--- src/rtl/ctrl_unit.sv ---
// ctrl_unit: multi-cycle fetch/decode/sequence controller for the 16-bit mycpu
// datapath. Fetches over a req/ack memory port, drives FU and register-file
// selects, and keeps the Z/N flags used by conditional branches.
//
// Memory handshake: mem_req is raised with mem_addr/mem_we/mem_wdata stable
// and stays high until the rising edge at which mem_ack=1 completes it; an
// ack in the first cycle of a request is legal, an ack with mem_req=0 is
// ignored because no state ever looks at mem_ack outside a requesting state.
module ctrl_unit (
  input  logic        clk,
  input  logic        rst_n,
  output logic        mem_req,
  output logic        mem_we,
  output logic [15:0] mem_addr,
  output logic [15:0] mem_wdata,
  input  logic [15:0] mem_rdata,
  input  logic        mem_ack,
  input  logic [15:0] a_bus,
  input  logic [15:0] b_bus,
  input  logic        z_in,
  input  logic        n_in,
  output logic [3:0]  fs_out,
  output logic [2:0]  sa,
  output logic [2:0]  sb,
  output logic [2:0]  dr,
  output logic        rf_we,
  output logic [1:0]  wb_sel,
  output logic [15:0] pc,
  output logic        z_flag,
  output logic        n_flag,
  output logic        halted,
  output logic [2:0]  dbg_state
);

  typedef enum logic [2:0] {
    ST_RST   = 3'd0,
    ST_FETCH = 3'd1,
    ST_EXEC  = 3'd2,
    ST_MEM   = 3'd3,
    ST_IMM   = 3'd4,
    ST_HALT  = 3'd5
  } state_t;

  localparam logic [2:0] CL_ALU   = 3'b000;
  localparam logic [2:0] CL_LOAD  = 3'b001;
  localparam logic [2:0] CL_STORE = 3'b010;
  localparam logic [2:0] CL_LDI   = 3'b011;
  localparam logic [2:0] CL_BRZ   = 3'b100;
  localparam logic [2:0] CL_BRN   = 3'b101;
  localparam logic [2:0] CL_JMP   = 3'b110;
  localparam logic [2:0] CL_HALT  = 3'b111;

  state_t      state_q, state_d;
  logic [15:0] pc_q, pc_d;
  logic [15:0] ir_q, ir_d;
  logic        z_q, z_d;
  logic        n_q, n_d;

  logic [2:0]  cls;
  logic [15:0] br_target;

  assign cls       = ir_q[15:13];
  // pc already points past the branch, so the offset is relative to pc+1.
  assign br_target = pc_q + {{7{ir_q[8]}}, ir_q[8:0]};

  assign fs_out    = ir_q[12:9];
  assign dr        = ir_q[8:6];
  assign sa        = ir_q[5:3];
  assign sb        = ir_q[2:0];
  assign pc        = pc_q;
  assign z_flag    = z_q;
  assign n_flag    = n_q;
  assign dbg_state = state_q;

  // State, pc, instruction and flag registers; reset restarts from RST at pc=0.
  always_ff @(posedge clk or negedge rst_n) begin
    if (!rst_n) begin
      state_q <= ST_RST;
      pc_q    <= '0;
      ir_q    <= '0;
      z_q     <= 1'b0;
      n_q     <= 1'b0;
    end else begin
      state_q <= state_d;
      pc_q    <= pc_d;
      ir_q    <= ir_d;
      z_q     <= z_d;
      n_q     <= n_d;
    end
  end

  // Next-state and control outputs, decoded from state, ir and mem_ack.
  always_comb begin
    state_d   = state_q;
    pc_d      = pc_q;
    ir_d      = ir_q;
    z_d       = z_q;
    n_d       = n_q;
    mem_req   = 1'b0;
    mem_we    = 1'b0;
    mem_addr  = '0;
    mem_wdata = '0;
    rf_we     = 1'b0;
    wb_sel    = 2'd0;
    halted    = 1'b0;

    unique case (state_q)
      ST_RST: begin
        state_d = ST_FETCH;
      end

      ST_FETCH: begin
        mem_req  = 1'b1;
        mem_addr = pc_q;
        if (mem_ack) begin
          ir_d    = mem_rdata;
          pc_d    = pc_q + 16'd1;
          state_d = ST_EXEC;
        end
      end

      ST_EXEC: begin
        state_d = ST_FETCH;
        unique case (cls)
          CL_ALU: begin
            rf_we = 1'b1;
            z_d   = z_in;
            n_d   = n_in;
          end
          CL_LOAD, CL_STORE: state_d = ST_MEM;
          CL_LDI:            state_d = ST_IMM;
          CL_BRZ:            if (z_q) pc_d = br_target;
          CL_BRN:            if (n_q) pc_d = br_target;
          CL_JMP:            pc_d = a_bus;
          CL_HALT:           state_d = ST_HALT;
          default:           state_d = ST_FETCH;
        endcase
      end

      ST_MEM: begin
        mem_req  = 1'b1;
        mem_addr = a_bus;
        if (cls == CL_STORE) begin
          mem_we    = 1'b1;
          mem_wdata = b_bus;
        end
        if (mem_ack) begin
          // Load data is written straight from mem_rdata in the ack cycle.
          if (cls == CL_LOAD) begin
            rf_we  = 1'b1;
            wb_sel = 2'd1;
          end
          state_d = ST_FETCH;
        end
      end

      ST_IMM: begin
        mem_req  = 1'b1;
        mem_addr = pc_q;
        if (mem_ack) begin
          rf_we   = 1'b1;
          wb_sel  = 2'd1;
          pc_d    = pc_q + 16'd1;
          state_d = ST_FETCH;
        end
      end

      ST_HALT: begin
        halted = 1'b1;
      end

      default: begin
        state_d = ST_RST;
      end
    endcase
  end

endmodule

--- config.mk ---
export PLATFORM = sky130hd
export DESIGN_NAME = ctrl_unit
export DESIGN_NICKNAME = d
export VERILOG_FILES = /design/src/rtl/ctrl_unit.sv
export SDC_FILE = /design/constraint.sdc
export NUM_CORES = 1
export LEC_CHECK = 0
export ABC_AREA = 1
export BUFFER_PORTS_ARGS = -buffer_cell sky130_fd_sc_hd__buf_4
export CAP_MARGIN = 20
export CORE_ASPECT_RATIO = 0.8
export CORE_MARGIN = 8
export CORE_UTILIZATION = 46
export CTS_CLUSTER_DIAMETER = 50
export CTS_CLUSTER_SIZE = 28
export DETAILED_ROUTE_END_ITERATION = 10
export GPL_TIMING_DRIVEN = 0
export PLACE_DENSITY_LB_ADDON = 0.12
export SYNTH_ARGS = -nofsm -noshare
export SYNTH_HDL_FRONTEND = slang
export SYNTH_SLANG_ARGS = --single-unit
--- constraint.sdc ---
create_clock -name clk -period 1.8 [get_ports clk]
set_input_delay 0.36 -clock clk [delete_from_list [all_inputs] [get_ports clk]]
set_output_delay 0.36 -clock clk [all_outputs]
set_load 0.05 [all_outputs]
* After elaboration in Yosys (flattened, before gate mapping)
Index checks and enable logic that the tools add are counted.
** Word-level totals
- Register bits after elaboration :: 37
- Bits in latches :: 0
- Memory bits (writable) :: 0
- ROM bits :: 0
- Output and inout port bits :: 72
- Word-level logic and storage cells :: 62
- Memories :: 0
** Operators by class
- $add $sub $neg :: 2
- Multiply operators :: 0
- Divide/modulo/power cells :: 0
- Order comparisons :: 0
- Equal/unequal tests :: 18
- Shifts and indexed selects :: 0
- Multiplexer cells :: 25
- Bitwise logic cells :: 1
- Reduce and logical (&&, ||, !) cells :: 11
** Operator list (number)
- 16-bit 2-to-1 mux :: 5
- 16-bit case mux with 2 select lines :: 2
- 16-bit case mux with 3 select lines :: 1
- 3-bit == test (second input constant) :: 6
- 16-bit by 1-bit adder with 16-bit output (second input constant) :: 1
- 16-bit adder :: 1
- 3-bit case mux with 5 select lines :: 1
- 3-bit by 2-bit == test with 1-bit output (second input constant) :: 4
- 1-bit 2-to-1 mux :: 11
- 3-bit case mux with 3 select lines :: 1
- 3-bit by 1-bit == test with 1-bit output (second input constant) :: 2
- 3-bit logical NOT :: 2
- 3-bit 2-to-1 mux :: 2
- 3-bit != test (second input constant) :: 2
- 2-bit OR reduction :: 3
- 5-bit AND reduction :: 1
- 2-bit by 1-bit != test with 1-bit output (second input constant) :: 2
- 4-bit by 2-bit != test with 1-bit output (second input constant) :: 1
- 2-bit AND reduction :: 2
- 1-bit case mux with 3 select lines :: 1
- 3-bit AND reduction :: 1
- 3-bit OR reduction :: 1
- 2-bit != test (second input constant) :: 1
- 1-bit case mux with 2 select lines :: 1
- 2 further kinds :: 2

* Longest topological paths before layout
Gate-level depths: netlist of run 1.
- Word-level depth :: 4
- Gate-level depth with buffers :: 12

* Worst setup path after synthesis of run 1
Ideal clock, no wire load.
- Path kind :: register to output
- From :: register state_q[1], in the netlist dbg_state[1]
- To :: output rf_we
- Data arrival time :: 2327 ps
- Slack :: -887 ps
- Stages on the path, launching flop included :: 6
- Cells stage by stage :: dfrtp_1 nor2_2 nand2_1 nand2_1 inv_1 o31ai_1
** Between the ends
- Cells in the longest elaborated chain, start to end :: 2
** Ends and longest elaborated chain
- from (decl) :: line 53 : state_t state_q, state_d;
- from (signal assigned) :: line 84 : state_q <= state_d;
- 3-bit == test / 3-bit by 2-bit == test with 1-bit output (equally long branches) :: line 107 : unique case (state_q)
- 1-bit case mux with 3 select lines * :: line 107
- to (decl) :: line 26 : output logic rf_we,
Every way passes the cells marked *; elsewhere a longest branch is shown, timed or not.

* Worst setup path after layout of run 1
- From :: register state_q[2], in the netlist dbg_state[2]
- To :: register state_q[0], in the netlist dbg_state[0]
** Between the ends
- Cells in the longest elaborated chain, start to end :: 4
** Ends and longest elaborated chain (line)
- 3-bit == test / 3-bit by 2-bit == test with 1-bit output (equally long branches) :: 107
- 2-bit OR reduction (no line)
- 2-bit by 1-bit != test with 1-bit output (no line)
- 3-bit AND reduction (no line)
Parallel ways exist; a longest one is shown, timed or not.
A chain may end at the register's enable or synchronous reset.

==> summary.md, run 1 <==
| Metric | Value |
|---|---|
| Status | complete, but fails checks |
| Failing checks | negative setup slack |
| Clock Sinks | 37 |
| Worst slew margin | 0.6507 |
| Drt first pass iters | 6 |
| Root Driver | clkbuf_8 |
| Synth area leaders | dfrtp_1 26%, nand2_1 15%, inv_1 7.9% |
| Netlist cell types | 42 |
| Setup ws final | -315.0 ps |
| Count of input and output buffers | roughly 120 |
| Gpl congestion | slightly above 0.9 |
| Max incr delay on CP | approximately 430 ps |
| DPL Wire Length | 10190 um |
| Post-synth top area share | 0.2613 |
| Yosys top cell by area | dfrtp_1 |
| Vias in the first global route | ~4500 |
| Area grow syn2layout | 84.39% |
| DIE AREA | between 0.01 and 0.015 mm^2 |
| CP Class | flop to flop |
| Syn nets | slightly above 600 |
| Ant diodes | 0 |
| Placed Area | around 0.005 mm^2 |
| End-of-flow core utilization | 0.8797 |
| Clock Latency Late Sink | slightly above 300 ps |
| Crit start category | flop |
| Clock slew seen by the registers of the worst setup and hold paths | approximately 90 ps |
| Core ar. | between 0.007 and 0.008 mm^2 |
| Syn_area_per_cell | around 6.5 um^2 |
| Nature of the critical path endpoint | flop |
| Final Critical Period | around 2100 ps |
| Crit-path slowest cell | dfrtp_2 |
| Cells after Synth | around 540 |
| IO Pins | around 130 |
| Pre-CTS setup slack | -223.4 ps |
| Final setup viols | between 50 and 60 |
| Async S/R FF share, synth | 1.000 |
| Largest net degree at the start of global routing | 38 |
| Synth cell count leaders | 139 x nand2_1, 75 x inv_1, 60 x nor2_1 |
| Max cap viols | 0 |
| Fin cells | between 800 and 900 |
| Row count | 28 |
| H-tree levels | 2 |
| Dominant synthesized flop cell | dfrtp_1 |
| Crit path DAT | about 2300 ps |
| Crit-path leading delay family | simple AND/OR/NAND/NOR gates |
| Post-Syn Area | 0.003543 mm^2 |
| Die H | roughly 95 um |
| Routed vias/inst | between 5 and 6 |
| Total gr overflow | 0 |
| Design area | between 0.006 and 0.007 mm^2 |
| Worst EP required | just under 2000 ps |
| Skew final | about 14 ps |
| Starting DRT DRC Count | 544 |
| Initial antenna violation count | 0 |
| DRT Wirelength | between 15000 and 20000 um |
| Residual DRC | 0 |
| Die W | roughly 110 um |
| Pins Over Slew Limit | 0 |
| Period utilization | 1.175 |
| Slew @ Worst Pin | 520.3 ps |
| Top-count cell post-synth | nand2_1 |
| GRT Util Overall | 0.2667 |
| Worst path bufs/invs | 2 |
| Share of the yosys chip area belonging to registers | 0.2613 |
| Via Count | slightly below 5000 |
| Detail Route Antenna Nets | 0 |
| Worst hold path class | input pin to asynchronous set/reset pin |
| # nets final | roughly 800 |
| Worst-path fanout max | 7 |
| Placed Cells | ~770 |
| Hold Vio Cnt, Final | 0 |
| Initial core utilization | 0.4771 |
| TritonCTS clock tree | done |
| Syn. warnings | 0 |
| EDFF count, synth | 0 |
| Share of cells above drive strength 1 | 0.5703 |
| First-pass GRT wire length | around 23000 um |
| F_max | about 470 MHz |
| Clk buf depth | 2 |
| RSZ-0062 raised after global routing | yes |
| DR WL/cell | around 21 um |
| Synthesized flop and latch total | 37 |
| Cell breakdown of the critical path | clkinv_4, nand3_4, nand2_4, buf_4, o21ai_0, o21ai_1, nor4_1, a21oi_1 |
| CTS buffer count | 5 |
[worst reg2reg max path, delay by kind of cell, from the launching register on]
| family | cells | cell delay [ps] |
|---|---|---|
| AND/OR/NAND/NOR | 3 | 740 |
| AO/OA/AOI/OAI | 3 | 520 |
| flip-flops | 1 | 430 |
| buffers and inverters | 2 | 270 |
[layout by cell type, fill, tap and decap left out, types with 5 or more instances in the layout]
cell type and instances:
o21ai_0 9, nor2_4 21, inv_1 68, clkbuf_16 5, a21oi_2 12, dfrtp_2 18
o22ai_4 12, xor2_1 5, buf_12 5, nor3_1 5, buf_8 13, a21oi_1 34
nand3_2 11, ha_4 14, nand2_2 35, nand2_1 93, nor2_1 33, nand3_1 22
dfrtp_1 18, mux2_2 14, clkbuf_8 5, nand2_4 16, buf_6 38, nor2_2 7
inv_2 7, buf_4 146
[layout make-up]
class	instances	area, um^2
Sequential cell	37	952.2
Buffer	27	292.8
Multi-Input combinational cell	397	3078
Inverter	82	332.8
Timing Repair Buffer	183	1669
Clock inverter	1	5.005
Tap cell	105	131.4
Clock buffer	6	72.57
Fill cell	370	893.4
[what timing repair did]
item                                    in CTS  in global routing
endpoints found under the setup margin      47                 53
cloned                                       3                  2
setup buffers                               30                 25
hold endpoints to repair                     0                  0
hold buffers                                 0                  0
gates resized for setup                    110                116
pin swaps                                   30                 50
[state kept, by name (all words and copies together) (netlist names)]
name / flops
n_flag: 1
z_flag: 1
pc: 16
ir_q: 16
dbg_state: 3
[path summary, 6_finish.rpt]
kind / from / slack (ps) / depth (start not counted) / to
max in group asynchronous: rst_n / 1370 / 1 / ir_q[8]
hold reg to reg: ir_q[9] / 520 / 1 / ir_q[9]
setup reg to reg: dbg_state[2] / -310 / 8 / dbg_state[0]
setup / recovery: dbg_state[2] / -310 / 8 / dbg_state[0]
min in group clk: z_in / 270 / 2 / z_flag
hold / removal: rst_n / 20 / 1 / ir_q[10]
[stage by stage]
| step | hold slack [ps] | setup TNS (ps) |
|---|---|---|
| 2_1_floorplan | 64.41 | -855.4 |
| 3_3_place_gp | 358.6 | -4065 |
| 3_5_place_dp | 359.3 | -4605 |
| 4_1_cts | 42.40 | -6461 |
| 5_1_grt | 48.59 | -14470 |
| 6_report | 15.81 | -11870 |
[cell families (layout without fill, tap and decap cells)]
logic type,Yosys count,count (layout),synth area share
simple gates,264,264,0.3178
buf+inv,110,299,0.1409
flops,37,37,0.2613
xor+xnor,8,8,0.01977
mux,15,15,0.04767
compound gates,92,92,0.1494
fa+ha+maj,17,17,0.06215
other cells,1,1,0.001058
[per-layer routing]
layer / global-route usage / vias to the layer above / part of all wire
li1: - / 2131 / -
met4: 0.1039 / 0 / 0.056
met5: 0 / - / 0
met2: 0.4354 / 410 / 0.46
met3: 0.07270 / 119 / 0.12
met1: 0.3306 / 2310 / 0.36
Power of run 1 is left out: the tool's default activity adds up to more than one toggle a clock period on the data nets, which glitch-free logic cannot reach.
==> run 2: changes to the inputs <==
- CORE_UTILIZATION: 46 -> 51
- clock period: 1.8 -> 2 ns (I/O delays scaled with it)
==> summary.md, run 2 (synthesis gave the netlist of run 1 again) <==
| Metric | Value |
|---|---|
| Sequential cell area | 940.9 um^2 (-1.2%) |
| Initial antenna violation count | 0 (unchanged) |
| Worst EP required | 1600 ps (-360 ps) |
| Worst slew margin | 0.6179 (-0.03276) |
| Placed Area | 0.004755 mm^2 (-5.6%) |
| Worst hold path class | input pin to asynchronous set/reset pin |
| Residual DRC | 0 (unchanged) |
| Most frequent cells in the layout | 138 x buf_4, 120 x nand2_1, 71 x inv_1 |
| Clock Sinks | 37 (unchanged) |
| Largest net degree at the start of global routing | 38 (unchanged) |
| Hold Vio Cnt, Final | 0 (unchanged) |
| Slew @ Worst Pin | 567.2 ps (+46.89 ps) |
| First-pass GRT wire length | 20480 um (-10%) |
| Ant diodes | 0 (unchanged) |
| Die H | 90.56 um (-4.2%) |
| Nature of the critical path endpoint | output pin |
| DR WL/cell | 18.48 um (-13%) |
| Count of input and output buffers | 123 (unchanged) |
| DIE AREA | 0.009888 mm^2 (-8.3%) |
| Setup ws final | -36.21 ps (+278.8 ps) |
| Design area | 0.005644 mm^2 (-14%) |
| Max incr delay on CP | 480 ps (+50 ps) |
| Worst-path fanout max | 5 (-2) |
| RSZ-0062 raised after global routing | yes |
| End-of-flow core utilization | 0.8312 (-0.04850) |
| Max cap viols | 0 (unchanged) |
| IO Pins | 125 (unchanged) |
| Multi-input logic area | 0.002674 mm^2 (-13%) |
| Crit-path leading delay family | simple AND/OR/NAND/NOR gates |
| Total gr overflow | 0 (unchanged) |
| Crit path DAT | 1640 ps (-640 ps) |
| Initial core utilization | 0.5218 (+0.04475) |
| DPL Wire Length | 9886 um (-3.0%) |
| DRT Wirelength | 14580 um (-18%) |
| CP Class | flop to output pin |
| Clk buf depth | 2 (unchanged) |
| CTS buffer count | 5 (unchanged) |
| Share of cells above drive strength 1 | 0.4487 (-0.1215) |
| Area grow syn2layout | 59.29% |
| Worst path bufs/invs | 2 (unchanged) |
| Status | complete, but fails checks |
| # nets final | 771 (-4.0%) |
| Fillers | 433 (+17%) |
| Gpl congestion | 0.9223 (-1.1%) |
| Crit start category | flop |
| Clock slew seen by the registers of the worst setup and hold paths | 70 ps (-20 ps) |
| Pins Over Slew Limit | 0 (unchanged) |
| Drt first pass iters | 7 (+1) |
| Cell breakdown of the critical path | nor2_4, nand2_4, nand2_2, inv_2, nor3_4, buf_6 |
| TritonCTS clock tree | done |
| GRT Util Overall | 0.2564 (-0.01028) |
| Detail Route Antenna Nets | 0 (unchanged) |
| Commonest non-fill, non-tap cell in the layout | buf_4 |
| Core ar. | 0.006790 mm^2 (-8.6%) |
| Clock Latency Late Sink | 300 ps (about the same) |
| Crit-path slowest cell | dfrtp_2 |
| Routed vias/inst | 5.768 (-2.7%) |
| Row count | 27 (-3.6%) |
| Root Driver | clkbuf_8 |
| H-tree levels | 2 (unchanged) |
| Final setup viols | 6 (-89%) |
| F_max | just under 500 MHz |
| Skew final | 9.985 ps (-3.803 ps) |
| Die W | 109.2 um (-4.3%) |
| Via Count | 4551 (-8.4%) |
| Final Critical Period | roughly 2000 ps |
| Period utilization | 1.018 |
| Starting DRT DRC Count | 538 (-1.1%) |
| Failing checks | negative setup slack |
| Vias in the first global route | 4274 (-4.0%) |
run 2: cell count changes in the layout (fill, tap and decap cells not counted), moves of 6 or more:
cell,before,now
nand2_1,93,120
nor2_4,21,1
nand2_2,35,19
nor2_1,33,48
buf_8,13,3
nand2_4,16,6
buf_6,38,29
buf_4,146,138
dfrtp_1,18,25
a21oi_1,34,40
a21oi_2,12,6
dfrtp_2,18,12
run 2: path summary, 6_finish.rpt:
path | start | to | slack (ps) | cells past startpoint
worst min-delay path | rst_n | ir_q[9] | 50 | 1
worst min register to register | ir_q[11] | ir_q[11] | 520 | 1
worst max register to register | pc[0] | pc[8] | -10 | 11
max in group asynchronous | rst_n | pc[5] | 1560 | 1
worst max-delay path | dbg_state[0] | wb_sel[0] | -40 | 6
min in group clk | mem_rdata[4] | ir_q[4] | 300 | 2
run 2: routing by layer:
layer	global-route usage	vias up	wire (um)
met5	0	-	30
met4	0.08530	2	669
met3	0.07775	73	1756
met2	0.4082	308	6688
met1	0.3202	2107	5432
li1	-	2061	-
run 2: metrics by stage:
stage / cells / setup WS (ps) / TNS (ps) / hold slack [ps]
after floorplan: 544 / -125.8 / -2498 / 104.4
after global routing: 789 / -101.6 / -773.1 / 106.1
final: 789 / -36.21 / -84.63 / 51.03
after CTS: 768 / -9.956 / -43.17 / 86.51
after global placement: 754 / -194.8 / -2500 / 390.6
after detailed placement: 754 / -186.0 / -2618 / 392.3
run 2: worst register-to-register path, stage by stage (launching register included):
cell and delay [ps]:
dfrtp_2 450, ha_4 190, fa_2 400, nand2_2 100
nand2_2 70, and2_4 150, nand2_2 60, nand2_2 70
xnor2_2 180, nand2_2 100, nand2_2 90, a21oi_2 40
run 2: timing repair:
| action | 4_1_cts | 5_1_grt |
|---|---|---|
| resized for setup | 53 | 84 |
| buffers inserted | 7 | 21 |
| pin swaps | 4 | 21 |
| setup endpoints to repair | 44 | 44 |
| gates cloned | 0 | 1 |
| hold buffers | 0 | 0 |
run 2: layout make-up:
class / count / area share
buffer: 26 / 0.04079
clock buffer: 8 / 0.01596
inverter: 82 / 0.05586
multi-input combinational: 397 / 0.4737
sequential: 37 / 0.1667
tap: 87 / 0.01929
timing repair buffer: 152 / 0.2277
Power of run 2 is left out for the same reason.
